File: src/rtl/usb_token_rx.sv
// usb_token_rx: USB token packet decoder (SYNC hunt, PID check, ADDR/ENDP capture, CRC5 check)
// Ports: clk, rst (sync, active-high); bit_in/bit_valid/eop unstuffed serial input, LSB first;
//    tok_valid/tok_pid/tok_addr/tok_endp decoded token; pid_err/crc_err/len_err error pulses; busy.
// Option: define USB_TOKRX_ADDR_FILTER_EN to drop non-SOF tokens not addressed to DEV_ADDR.
module usb_token_rx #(
   parameter int         TIMEOUT_CYC = 64,
   parameter logic [6:0] DEV_ADDR    = 7'h00
) (
   input  logic       clk,
   input  logic       rst,
   input  logic       bit_in,
   input  logic       bit_valid,
   input  logic       eop,
   output logic       tok_valid,
   output logic [3:0] tok_pid,
   output logic [6:0] tok_addr,
   output logic [3:0] tok_endp,
   output logic       pid_err,
   output logic       crc_err,
   output logic       len_err,
   output logic       busy
);
   localparam int TW = $clog2(TIMEOUT_CYC + 1);
   typedef enum logic [2:0] {HUNT, PID, TOKEN, WAIT_EOP, SKIP} state_t;
   state_t        state_q, state_d;
   logic [2:0]    zcnt_q, zcnt_d;
   logic [3:0]    bcnt_q, bcnt_d;
   logic [7:0]    pid_q, pid_d;
   logic [10:0]   sh_q, sh_d;
   logic [4:0]    crc_q, crc_d;
   logic [TW-1:0] tmo_q, tmo_d;
   logic          tok_valid_d, pid_err_d, crc_err_d, len_err_d;
   logic [3:0]    tok_pid_d, tok_endp_d;
   logic [6:0]    tok_addr_d;
   logic [7:0]    pid_nx;
   logic          fb, pass, tmo_hit, crc_ok;
   assign pid_nx  = {bit_in, pid_q[7:1]};
   assign fb      = bit_in ^ crc_q[4];
   assign tmo_hit = tmo_q == TW'(TIMEOUT_CYC - 1);
   assign crc_ok  = crc_q == 5'b01100;
   assign busy    = state_q != HUNT;
`ifdef USB_TOKRX_ADDR_FILTER_EN
   assign pass = pid_q[3:0] == 4'b0101 || sh_q[6:0] == DEV_ADDR;
`else
   assign pass = 1'b1;
`endif
   always_comb begin
      state_d     = state_q;
      zcnt_d      = zcnt_q;
      bcnt_d      = bcnt_q;
      pid_d       = pid_q;
      sh_d        = sh_q;
      crc_d       = crc_q;
      tmo_d       = '0;
      tok_valid_d = 1'b0;
      pid_err_d   = 1'b0;
      crc_err_d   = 1'b0;
      len_err_d   = 1'b0;
      tok_pid_d   = tok_pid;
      tok_addr_d  = tok_addr;
      tok_endp_d  = tok_endp;
      if (state_q == HUNT) begin
         if (bit_valid && !eop) begin
            zcnt_d = bit_in ? 3'd0 : zcnt_q + 3'(zcnt_q != 3'd7);
            if (bit_in && zcnt_q == 3'd7) begin
               state_d = PID;
               bcnt_d  = '0;
               crc_d   = 5'h1F;
            end
         end
      end else if (eop) begin
         state_d     = HUNT;
         len_err_d   = state_q == PID || state_q == TOKEN;
         tok_valid_d = state_q == WAIT_EOP && crc_ok && pass;
         crc_err_d   = state_q == WAIT_EOP && !crc_ok;
         if (tok_valid_d) {tok_pid_d, tok_addr_d, tok_endp_d} = {pid_q[3:0], sh_q[6:0], sh_q[10:7]};
      end else if (bit_valid) begin
         bcnt_d = bcnt_q + 4'd1;
         case (state_q)
            PID: begin
               pid_d = pid_nx;
               if (bcnt_q == 4'd7) begin
                  pid_err_d = pid_nx[7:4] != ~pid_nx[3:0];
                  // every token PID has 01 in its two low bits
                  state_d   = !pid_err_d && pid_nx[1:0] == 2'b01 ? TOKEN : SKIP;
                  bcnt_d    = '0;
               end
            end
            TOKEN: begin
               // only addr/endp are kept; the CRC field just feeds the checker
               sh_d  = bcnt_q < 4'd11 ? {bit_in, sh_q[10:1]} : sh_q;
               crc_d = {crc_q[3:0], 1'b0} ^ (fb ? 5'b00101 : 5'b00000);
               if (bcnt_q == 4'd15) state_d = WAIT_EOP;
            end
            WAIT_EOP: begin
               len_err_d = 1'b1;
               state_d   = SKIP;
            end
            default: ;
         endcase
      end else begin
         tmo_d = tmo_q + 1'b1;
         if (tmo_hit) begin
            state_d   = HUNT;
            len_err_d = state_q != SKIP;
            tmo_d     = '0;
         end
      end
   end
   always_ff @(posedge clk) begin
      if (rst) begin
         state_q   <= HUNT;
         zcnt_q    <= '0;
         bcnt_q    <= '0;
         pid_q     <= '0;
         sh_q      <= '0;
         crc_q     <= 5'h1F;
         tmo_q     <= '0;
         tok_valid <= 1'b0;
         pid_err   <= 1'b0;
         crc_err   <= 1'b0;
         len_err   <= 1'b0;
         tok_pid   <= '0;
         tok_addr  <= '0;
         tok_endp  <= '0;
      end else begin
         state_q   <= state_d;
         zcnt_q    <= zcnt_d;
         bcnt_q    <= bcnt_d;
         pid_q     <= pid_d;
         sh_q      <= sh_d;
         crc_q     <= crc_d;
         tmo_q     <= tmo_d;
         tok_valid <= tok_valid_d;
         pid_err   <= pid_err_d;
         crc_err   <= crc_err_d;
         len_err   <= len_err_d;
         tok_pid   <= tok_pid_d;
         tok_addr  <= tok_addr_d;
         tok_endp  <= tok_endp_d;
      end
   end
endmodule

File: config.mk
export PLATFORM = sky130hd
export DESIGN_NAME = usb_token_rx
export DESIGN_NICKNAME = d
export VERILOG_FILES = /design/src/rtl/usb_token_rx.sv
export SDC_FILE = /design/constraint.sdc
export NUM_CORES = 1
export LEC_CHECK = 0
export CAP_MARGIN = 10
export CORE_MARGIN = 1
export CORE_UTILIZATION = 51
export CTS_CLUSTER_DIAMETER = 120
export DETAILED_ROUTE_END_ITERATION = 7
export GPL_ROUTABILITY_DRIVEN = 0
export PLACE_DENSITY = 0.71
export SKIP_LAST_GASP = 1
export SLEW_MARGIN = 20
export SYNTH_ARGS = -nofsm -noshare
export SYNTH_HDL_FRONTEND = slang
export SYNTH_SLANG_ARGS = --single-unit
File: constraint.sdc
create_clock -name clk -period 1.8 [get_ports clk]
set_clock_uncertainty 0.1 [all_clocks]
set_input_delay 0.54 -clock clk [delete_from_list [all_inputs] [get_ports clk]]
set_output_delay 0.54 -clock clk [all_outputs]
set_load 0.05 [all_outputs]
==> flow_summary.rst, run 1 <==
.. list-table::
   :header-rows: 1

   * - Metric
     - Value
   * - Static leakage
     - 1.43 nW
   * - Cell types with the largest area share after synthesis
     - sky130_fd_sc_hd__dfxtp_1 46%, sky130_fd_sc_hd__mux2i_1 13%, sky130_fd_sc_hd__nor2_1 7.7%
   * - Ys flop type
     - sky130_fd_sc_hd__dfxtp_1
   * - Classification of the worst-slack hold path
     - flip-flop to flip-flop
   * - TritonCTS Sinks
     - 60
   * - Ratio of cells with drive above 1 in the final layout
     - 0.290
   * - Number of violations reported at the end of detailed-routing iteration 0
     - 91
   * - Post-synth top cells
     - 60 x sky130_fd_sc_hd__dfxtp_1, 54 x sky130_fd_sc_hd__nor2_1, 35 x sky130_fd_sc_hd__mux2i_1
   * - Endpoint class of the critical path
     - output port
   * - Area enclosed by the die boundary
     - 0.00546 mm²
   * - Antenna-violating nets left
     - 0
   * - Multi-input gate area in the final layout
     - 0.00136 mm²
   * - Distinct cell type count after synthesis
     - 44
   * - Worst slew margin
     - 0.728
   * - Period minus WS final
     - 1.77 ns
   * - Total routing usage reported by global routing
     - 0.220
   * - Number of buffer and inverter instances along the worst setup path
     - 2
   * - Clk pin slew, worst setup/hold paths
     - 0.07 ns
   * - Worst hold slack after final layout
     - 0.381 ns
   * - Count of buffers inserted at the top-level ports
     - 24
   * - Synth Area in XOR/XNOR
     - 0.0332
   * - Post-DR vias/cell
     - 5.20
   * - Core footprint
     - 0.00485 mm²
   * - Run status
     - finished, final reports clean
   * - Post-synthesis net count
     - 283
   * - Avg Inst Size Synth
     - 9.63 µm²
   * - Crit path required time
     - 1.16 ns
   * - Worst-path cell chain
     - nor3_4 > inv_2 > buf_12
   * - Most area-hungry cell type in the Yosys netlist
     - sky130_fd_sc_hd__dfxtp_1
   * - Post-detailed-routing wire length
     - 5280 µm
   * - Flip-flop and latch area
     - 0.00121 mm²
   * - Pre-CTS setup slack
     - -0.444 ns
   * - Crit path DAT
     - 1.13 ns
   * - Post-DR wirelength/cell
     - 13.3 µm
   * - RSZ-0062 raised after global routing
     - true
   * - Clock tree from TritonCTS
     - yes
   * - Sort of element at the start of the critical path
     - flip-flop
   * - Iteration count of the initial detailed-routing pass
     - 4
   * - Area of the mapped netlist
     - 0.00264 mm²
   * - Most used standard cell by instance count after synthesis
     - sky130_fd_sc_hd__dfxtp_1
   * - Filler instances
     - 341
   * - Synthesized-area fraction occupied by ao, oa, aoi and oai cells
     - 0.0802
   * - Yosys reg bits
     - 60
   * - Final period utilization
     - 0.985
   * - Die W
     - 73.9 µm
   * - Post-route worst setup slack
     - 0.0266 ns
   * - Dominant combinational cell family by area after synthesis
     - simple AND/OR/NAND/NOR gates
   * - Deepest clock path buffer count
     - 2
   * - CP delay by family, top
     - flip-flops
   * - Cell at the root of the clock tree
     - sky130_fd_sc_hd__clkbuf_8
   * - Share of synthesized registers carrying an async set or reset
     - 0
   * - Number of diodes added for antenna fixing
     - 0
   * - Total grt overflow
     - 0
   * - Largest stage delay, worst path
     - 0.38 ns
   * - Number of core rows
     - 25
   * - Layout Utilization
     - 0.746
   * - Worst path slowest cell
     - sky130_fd_sc_hd__dfxtp_4
   * - Initial cell density of the core
     - 0.544
   * - Fin. max-slew vios
     - 0
   * - Layout area overhead
     - 37.1%
   * - Worst IR drop on VDD
     - 0.578 mV
   * - Mux cell area share after synthesis
     - 0.141
   * - Power density normalized to cell area
     - 776 mW/mm²
   * - Initial antenna violation count
     - 0
   * - Fmax achieved
     - 564 MHz
   * - Fin nets
     - 335
   * - Number of endpoints failing setup at the final stage
     - 0
   * - Number of enable-type register cells in the synthesized netlist
     - 0
   * - Crit Path Max Fanout
     - 8
   * - Die span in y
     - 73.9 µm
   * - Ports
     - 25
   * - Class of the most critical setup path
     - flip-flop to output port
   * - Number of warnings issued by yosys
     - 0
   * - Synthesized-area fraction occupied by and/or/nand/nor cells
     - 0.220
   * - Max-capacitance violation count
     - 0
   * - Remaining design rule violation count
     - 0
   * - Detail Placement HPWL
     - 3510 µm
   * - Inserted Clock Buffers
     - 9
   * - Post-synthesis share of cell area spent on full adders, half adders and majority gates
     - 0.0190
   * - Final hold violation count
     - 0
   * - Via count of the first global-routing pass
     - 2,005
   * - Clk_lat worst skew
     - 0.34 ns
   * - Pin count of the biggest net entering global routing
     - 40
   * - Post-Synthesis Cells
     - 274
   * - Transition time of the tightest slew-check pin
     - 0.409 ns
   * - H-tree depth reported by CTS
     - 3
   * - Global-route wire length before repair
     - 8960 µm
   * - Sequential-to-total area share from yosys stat
     - 0.455
   * - Vias after detailed routing
     - 2,069
   * - Fin Setup TNS
     - 0 ns
   * - Area share of the leading cell type in the synthesized netlist
     - 0.455
## layout by cell type (no fill, tap or decap), types with 2 or more instances in the layout
cell and n:
sky130_fd_sc_hd__a21oi_1 8, sky130_fd_sc_hd__buf_12 22, sky130_fd_sc_hd__buf_4 31, sky130_fd_sc_hd__bufinv_16 2
sky130_fd_sc_hd__clkbuf_8 11, sky130_fd_sc_hd__clkinvlp_4 2, sky130_fd_sc_hd__dfxtp_1 55, sky130_fd_sc_hd__dfxtp_2 3
sky130_fd_sc_hd__dfxtp_4 2, sky130_fd_sc_hd__dlygate4sd2_1 3, sky130_fd_sc_hd__ha_1 3, sky130_fd_sc_hd__inv_1 3
sky130_fd_sc_hd__inv_2 2, sky130_fd_sc_hd__mux2_2 2, sky130_fd_sc_hd__mux2i_1 35, sky130_fd_sc_hd__nand2_1 9
sky130_fd_sc_hd__nand2b_1 8, sky130_fd_sc_hd__nand3_1 9, sky130_fd_sc_hd__nand3b_1 6, sky130_fd_sc_hd__nor2_1 53
sky130_fd_sc_hd__nor2b_1 4, sky130_fd_sc_hd__nor3_1 4, sky130_fd_sc_hd__nor3_4 2, sky130_fd_sc_hd__nor3b_1 2
sky130_fd_sc_hd__nor4_2 2, sky130_fd_sc_hd__o21ai_0 8, sky130_fd_sc_hd__xnor2_1 8, sky130_fd_sc_hd__xor2_1 2
## metrics by stage
step	instance area, µm²	power (mW)	std cells
2_1_floorplan	2650	1.41	274
3_3_place_gp	3300	1.44	378
3_5_place_dp	3300	1.44	378
4_1_cts	3550	2.83	395
5_1_grt	3620	2.89	398
6_report	3620	2.80	398
## cell type report
| cell class | count | share of cell area |
|---|---|---|
| clock buffer | 11 | 0.0419 |
| timing repair buffer | 57 | 0.196 |
| sequential | 60 | 0.335 |
| tap | 67 | 0.0232 |
| multi-input combinational | 193 | 0.375 |
| clock inverter | 5 | 0.0232 |
| inverter | 5 | 0.00519 |
## state kept, by name, summed over array words and instances (netlist names), 3 cells and up
register,count
zcnt_q,3
tok_pid,4
tmo_q,7
pid_q,8
sh_q,11
bcnt_q,4
tok_endp,4
tok_addr,7
state_q,3
crc_q,5
## metal layers
layer	vias up	wire length (µm)	GRT usage
met3	13	223	0.0700
li1	1050	-	-
met1	965	2440	0.263
met2	41	2480	0.354
met4	0	135	0.115
met5	-	0	0
## where the power goes
| part | switching [mW] | internal [mW] | total [mW] | leakage [nW] |
|---|---|---|---|---|
| registers | 0.00128 | 1.33 | 1.33 | 0.486 |
| clock network | 0.537 | 0.856 | 1.39 | 0.112 |
| logic | 0.0465 | 0.0377 | 0.0842 | 0.827 |
| total | 0.585 | 2.22 | 2.80 | 1.43 |
## kinds of logic (layout without fill, tap and decap cells)
family          after synthesis  count (layout)
compound gates               29              29
xor+xnor                     10              10
flops                        60              60
fa+ha+maj                     4               4
simple gates                113             113
buf+inv                      21              78
mux                          37              37
## timing repair
action	in CTS	in global routing
hold buffers	0	0
setup buffers	1	3
pin swaps	2	4
endpoints found under the setup margin	37	23
gates resized for setup	9	12
## worst min-delay path: stages (launching register included)
cell	delay [ns]
sky130_fd_sc_hd__dfxtp_1	0.33
sky130_fd_sc_hd__nand2_1	0.08
sky130_fd_sc_hd__nor2_2	0.04
## worst paths after layout
check                                              from             endpoint  slack, ns  cells after the start
worst max-delay path            state_q[0]$_SDFFE_PP0P_                 busy       0.03                      3
worst min-delay path                tmo_q[6]$_SDFF_PP0_  tmo_q[6]$_SDFF_PP0_       0.38                      2
worst max register to register      tmo_q[0]$_SDFF_PP0_  tmo_q[3]$_SDFF_PP0_       0.07                      6
worst min register to register      tmo_q[6]$_SDFF_PP0_  tmo_q[6]$_SDFF_PP0_       0.38                      2
Power figures use the tool's default switching activity.
==> run 2: changes to the inputs <==
- CORE_UTILIZATION: 51 -> 33
- PLACE_DENSITY: 0.71 -> 0.49
==> flow_summary.rst, run 2 (same netlist as run 1, synthesis figures left out) <==
.. list-table::
   :header-rows: 1

   * - Metric
     - Value
   * - Post-detailed-routing wire length
     - 5400 µm
   * - Power density normalized to cell area
     - 702 mW/mm²
   * - Number of endpoints failing setup at the final stage
     - 0
   * - Detail Placement HPWL
     - 3650 µm
   * - Dpl cell area
     - 0.00333 mm²
   * - Pin count of the biggest net entering global routing
     - 28
   * - Filler-free cell count of the finished design
     - 433
   * - Worst path slowest cell
     - sky130_fd_sc_hd__dfxtp_4
   * - Global-route wire length before repair
     - 9140 µm
   * - Vias after detailed routing
     - 2,019
   * - Total grt overflow
     - 0
   * - Ratio of cells with drive above 1 in the final layout
     - 0.290
   * - Final hold violation count
     - 0
   * - Via count of the first global-routing pass
     - 1,859
   * - Initial antenna violation count
     - 0
   * - Number of buffer and inverter instances along the worst setup path
     - 2
   * - Clock tree from TritonCTS
     - yes
   * - Sort of element at the start of the critical path
     - flip-flop
   * - H-tree depth reported by CTS
     - 3
   * - Fin Setup TNS
     - 0 ns
   * - Initial cell density of the core
     - 0.341
   * - Clk_lat worst skew
     - 0.34 ns
   * - Post-DR wirelength/cell
     - 12.5 µm
   * - Total routing usage reported by global routing
     - 0.140
   * - Layout area overhead
     - 36.9%
   * - Crit path required time
     - 1.16 ns
   * - Ports
     - 25
   * - Number of diodes added for antenna fixing
     - 0
   * - Remaining design rule violation count
     - 0
   * - Routed met1 length
     - 2770 µm
   * - RSZ-0062 raised after global routing
     - true
   * - Fin nets
     - 335
   * - Endpoint class of the critical path
     - output port
   * - Largest stage delay, worst path
     - 0.36 ns
   * - Worst-path cell chain
     - nor3_4 > inv_2 > buf_12
   * - Number of core rows
     - 32
   * - Inserted Clock Buffers
     - 9
   * - Area of all placed cells without fillers
     - 0.00361 mm²
   * - Leading cell type in the layout, fill and taps excluded
     - sky130_fd_sc_hd__dfxtp_1
   * - Worst IR drop on VDD
     - 0.474 mV
   * - Highest layer used for signal routing
     - met4
   * - Die span in y
     - 91.4 µm
   * - Fmax achieved
     - 569 MHz
   * - Cell at the root of the clock tree
     - sky130_fd_sc_hd__clkbuf_8
   * - Core footprint
     - 0.00773 mm²
   * - Transition time of the tightest slew-check pin
     - 0.293 ns
   * - CP delay by family, top
     - flip-flops
   * - Largest registers in the final layout
     - sh_q x11, pid_q x8
   * - Wire length on met2
     - 2390 µm
   * - Commonest cells after routing, fill and taps aside
     - 56 x sky130_fd_sc_hd__dfxtp_1, 52 x sky130_fd_sc_hd__nor2_1, 35 x sky130_fd_sc_hd__mux2i_1
   * - Run status
     - finished, final reports clean
   * - Crit Path Max Fanout
     - 2
   * - Antenna-violating nets left
     - 0
   * - Class of the most critical setup path
     - flip-flop to output port
   * - Post-DR vias/cell
     - 4.66
   * - Count of buffers inserted at the top-level ports
     - 24
   * - Number of violations reported at the end of detailed-routing iteration 0
     - 77
   * - Static leakage
     - 1.42 nW
   * - Fin. max-slew vios
     - 0
   * - Area enclosed by the die boundary
     - 0.00835 mm²
   * - TritonCTS Sinks
     - 60
   * - Crit path DAT
     - 1.12 ns
   * - Final period utilization
     - 0.976
   * - Clk pin slew, worst setup/hold paths
     - 0.07 ns
   * - Number of flip-flops under the largest register name
     - 11
   * - Worst hold slack after final layout
     - 0.353 ns
   * - Most flop-heavy register
     - sh_q
   * - Deepest clock path buffer count
     - 2
   * - Total instance count after detailed placement
     - 412
   * - Max-capacitance violation count
     - 0
   * - Iteration count of the initial detailed-routing pass
     - 4
   * - Classification of the worst-slack hold path
     - flip-flop to flip-flop
   * - Period minus WS final
     - 1.76 ns
   * - WL met3
     - 202 µm
   * - Worst slew margin
     - 0.803
   * - Die W
     - 91.4 µm
run 2: cell count changes in the layout (fill, tap and decap cells not counted), sizes merged:
cell,before,now
dlygate4sd2,3,2
clkbuf,11,10
buf,53,54
inv,5,8
bufinv,2,0
dlymetal6s2s,0,1
clkdlybuf4s50,1,0
run 2: final timing paths:
kind	from	end	slack (ns)	cells past startpoint
max	state_q[2]$_SDFFE_PP0P_	busy	0.04	3
min	tmo_q[6]$_SDFF_PP0_	tmo_q[6]$_SDFF_PP0_	0.35	2
max reg2reg	tmo_q[0]$_SDFF_PP0_	tmo_q[4]$_SDFF_PP0_	0.07	6
min reg2reg	tmo_q[6]$_SDFF_PP0_	tmo_q[6]$_SDFF_PP0_	0.35	2
run 2: timing repair:
action                                  CTS  global route
setup buffers                             3             3
pin swaps                                 3             5
gates cloned                              0             0
gates resized for setup                  12            10
endpoints found under the setup margin   34            21
hold buffers                              0             0
run 2: stage by stage:
step,util,worst slack (ns),total power [mW]
3_3_place_gp,0.431,-0.433,1.44
3_5_place_dp,0.431,-0.468,1.44
4_1_cts,0.460,0.0000944,2.58
2_1_floorplan,-,0.0138,1.41
6_report,0.467,0.0435,2.54
5_1_grt,0.467,-0.0206,2.66
run 2: worst reg2reg max path, delay by kind of cell, from the launching register on:
kind | cells | cell delay [ns]
DFF | 1 | 0.31
and+or+nand+nor | 5 | 1.04
adders and majority gates | 1 | 0.22
run 2: routing by layer:
layer | vias to the layer above | GRT usage
met5 | - | 0
met4 | 0 | 0.0410
met3 | 5 | 0.0561
met2 | 34 | 0.203
met1 | 931 | 0.189
li1 | 1049 | -
run 2: power breakdown:
group          switching [mW]  total, mW  internal [mW]
clock network           0.578       1.13          0.549
logic                  0.0477     0.0829         0.0352
registers             0.00124       1.33           1.32
total                   0.627       2.54           1.91
run 2: layout make-up:
class	instances	area (µm²)
multi-input combinational	193	1360
timing repair buffer	57	712
tap	102	128
inverter	5	18.8
fill	743	4120
clock buffer	10	138
clock inverter	6	46.3
sequential	60	1210
==> run 3: changes to the inputs <==
- ABC_AREA: unset -> 1
- GPL_ROUTABILITY_DRIVEN: 0 -> unset
- PLACE_DENSITY: 0.49 -> 0.47
- clock period: 1.8 -> 2 ns (I/O delays scaled with it)
==> flow_summary.rst, run 3 <==
.. list-table::
   :header-rows: 1

   * - Metric
     - Value
   * - Global-route wire length before repair
     - 9320 µm
   * - Classification of the worst-slack hold path
     - flip-flop to flip-flop
   * - Logic gate share of total power
     - 0.191
   * - Post-synthesis net count
     - 334
   * - Cell at the root of the clock tree
     - sky130_fd_sc_hd__clkbuf_8
   * - Share of synthesized registers carrying an async set or reset
     - 0
   * - TritonCTS Sinks
     - 60
   * - Iteration count of the initial detailed-routing pass
     - 5
   * - Ys flop type
     - sky130_fd_sc_hd__dfxtp_1
   * - Total routing usage reported by global routing
     - 0.157
   * - Sequential-to-total area share from yosys stat
     - 0.478
   * - Vias after detailed routing
     - 2,144
   * - Total grt overflow
     - 0
   * - Initial cell density of the core
     - 0.344
   * - Post-detailed-routing wire length
     - 5480 µm
   * - Run status
     - finished, final reports clean
   * - Endpoint class of the critical path
     - output port
   * - Weighted congestion at the end of routability-driven global placement
     - 0.782
   * - Avg Inst Size Synth
     - 7.73 µm²
   * - Fmax achieved
     - 530 MHz
   * - Clk pin slew, worst setup/hold paths
     - 0.07 ns
   * - Most area-hungry cell type in the Yosys netlist
     - sky130_fd_sc_hd__dfxtp_1
   * - Static leakage
     - 1.36 nW
   * - Clock tree from TritonCTS
     - yes
   * - Number of diodes added for antenna fixing
     - 0
   * - Die W
     - 89.2 µm
   * - Ports
     - 25
   * - Crit Path Max Fanout
     - 4
   * - Crit path DAT
     - 1.19 ns
   * - Number of endpoints failing setup at the final stage
     - 0
   * - Count of buffers inserted at the top-level ports
     - 24
   * - Clock share of power
     - 0.405
   * - Filler-free cell count of the finished design
     - 470
   * - Number of flip-flops under the largest register name
     - 11
   * - Total instance count after detailed placement
     - 455
   * - Number of warnings issued by yosys
     - 0
   * - Via count of the first global-routing pass
     - 1,992
   * - Yosys reg bits
     - 60
   * - Area of the mapped netlist
     - 0.00251 mm²
   * - Fin nets
     - 376
   * - Sort of element at the start of the critical path
     - flip-flop
   * - Ratio of cells with drive above 1 in the final layout
     - 0.189
   * - FF-to-FF setup slack
     - 0.34 ns
   * - Crit path required time
     - 1.30 ns
   * - Fraction of power consumed by sequential logic
     - 0.404
   * - Number of core rows
     - 31
   * - Number of cells on the worst reg-to-reg path
     - 7
   * - Area enclosed by the die boundary
     - 0.00796 mm²
   * - Final period utilization
     - 0.943
   * - Number of violations reported at the end of detailed-routing iteration 0
     - 88
   * - Worst slew margin
     - 0.799
   * - Most flop-heavy register
     - sh_q
   * - Total net switching power
     - 0.917 mW
   * - Post-synth top cells
     - 60 x sky130_fd_sc_hd__dfxtp_1, 49 x sky130_fd_sc_hd__nand2_1, 42 x sky130_fd_sc_hd__nor2_1
   * - Worst IR drop on VDD
     - 0.399 mV
   * - Core footprint
     - 0.00729 mm²
   * - Largest registers in the final layout
     - sh_q x11, pid_q x8
   * - H-tree depth reported by CTS
     - 3
   * - Clk_lat worst skew
     - 0.33 ns
   * - Commonest cells after routing, fill and taps aside
     - 60 x sky130_fd_sc_hd__dfxtp_1, 49 x sky130_fd_sc_hd__nand2_1, 41 x sky130_fd_sc_hd__nor2_1
   * - Cell types with the largest area share after synthesis
     - sky130_fd_sc_hd__dfxtp_1 48%, sky130_fd_sc_hd__nand2_1 7.3%, sky130_fd_sc_hd__o21ai_0 6.8%
   * - Number of enable-type register cells in the synthesized netlist
     - 0
   * - Distinct cell type count after synthesis
     - 28
   * - Antenna-violating nets left
     - 0
   * - Fin. max-slew vios
     - 0
   * - Transition time of the tightest slew-check pin
     - 0.302 ns
   * - Area share of the leading cell type in the synthesized netlist
     - 0.478
   * - Layout Utilization
     - 0.436
   * - Inserted Clock Buffers
     - 9
   * - Die span in y
     - 89.2 µm
   * - Class of the most critical setup path
     - flip-flop to output port
   * - RSZ-0062 raised after global routing
     - true
   * - Final hold violation count
     - 0
   * - Post-DR vias/cell
     - 4.56
   * - Setup repair bufs after CTS
     - 0
   * - Period minus WS final
     - 1.89 ns
   * - Switching share of power
     - 0.281
   * - Power density normalized to cell area
     - 1020 mW/mm²
   * - Max-capacitance violation count
     - 0
   * - Remaining design rule violation count
     - 0
   * - Pin count of the biggest net entering global routing
     - 29
   * - Deepest clock path buffer count
     - 2
   * - Initial antenna violation count
     - 0
   * - Detail Placement HPWL
     - 3900 µm
   * - Leading cell type in the layout, fill and taps excluded
     - sky130_fd_sc_hd__dfxtp_1
   * - Worst Hold Depth
     - 1
   * - Layout area overhead
     - 26.7%
   * - Post-Synthesis Cells
     - 325
   * - Post-DR wirelength/cell
     - 11.7 µm
   * - Most used standard cell by instance count after synthesis
     - sky130_fd_sc_hd__dfxtp_1
   * - Internal Power
     - 2.34 mW
==> run 3: cell families (layout without fill, tap and decap cells) <==
group	after synthesis	count (layout)	share of synthesized area
xor gates and xnor gates	7	7	0.0244
DFF	60	60	0.478
and+or+nand+nor	133	133	0.240
adders and majority gates	4	4	0.0199
buffers and inverters	42	88	0.0717
AOI/OAI and AO/OA	79	79	0.165
==> run 3: stage by stage <==
stage	TNS [ns]	setup slack [ns]	cell area, µm²	hold WS (ns)	total power [mW]
after floorplan	0	0.309	2510	0.318	1.75
after global placement	-7.65	-0.214	2940	0.335	1.96
after detailed placement	-7.61	-0.260	2940	0.336	1.97
after CTS	0	0.0874	3170	0.352	3.32
after global routing	-0.171	-0.0436	3180	0.390	3.45
final	0	0.114	3180	0.351	3.26
==> run 3: area by class of cell <==
cell class,instances,area (µm²)
Fill cell,805,4110
Sequential cell,60,1200
Multi-Input combinational cell,223,1140
Timing Repair Buffer,39,353
Clock buffer,10,138
Inverter,34,128
Tap cell,99,124
Clock inverter,5,100
==> run 3: worst max-delay path, cell delays in order, from the launching register on <==
cell                      delay, ns
sky130_fd_sc_hd__dfxtp_1       0.43
sky130_fd_sc_hd__nor2_1        0.07
sky130_fd_sc_hd__nand2_1       0.18
sky130_fd_sc_hd__buf_12        0.17
==> run 3: timing repair <==
item	4_1_cts	5_1_grt
hold buffers	0	0
resized for setup	0	2
endpoints found under the hold margin	0	0
endpoints found under the setup margin	0	15
==> run 3: final timing paths <==
kind                                              start                       to
worst min-delay path                tmo_q[0]$_SDFF_PP0_      tmo_q[0]$_SDFF_PP0_
worst max register to register  state_q[1]$_SDFFE_PP0P_  tok_pid[3]$_SDFFE_PP0P_
worst max-delay path            state_q[2]$_SDFFE_PP0P_                     busy
worst min register to register      tmo_q[0]$_SDFF_PP0_      tmo_q[0]$_SDFF_PP0_
==> run 3: metal layers <==
metal | wire length, µm | share of wire | vias to the layer above | GRT usage
met1 | 2900 | 0.53 | 958 | 0.209
met4 | 117 | 0.021 | 0 | 0.0909
met5 | 0 | 0 | - | 0
li1 | - | - | 1146 | -
met3 | 166 | 0.030 | 8 | 0.0351
met2 | 2290 | 0.42 | 32 | 0.235
==> run 3: power by group through the flow <==
| stage | registers [mW] | logic (mW) | clock network (mW) |
|---|---|---|---|
| after floorplan | 1.33 | 0.422 | 0 |
| after global placement | 1.34 | 0.616 | 0 |
| after detailed placement | 1.34 | 0.623 | 0 |
| after CTS | 1.32 | 0.626 | 1.38 |
| after global routing | 1.33 | 0.695 | 1.43 |
| final | 1.32 | 0.622 | 1.32 |
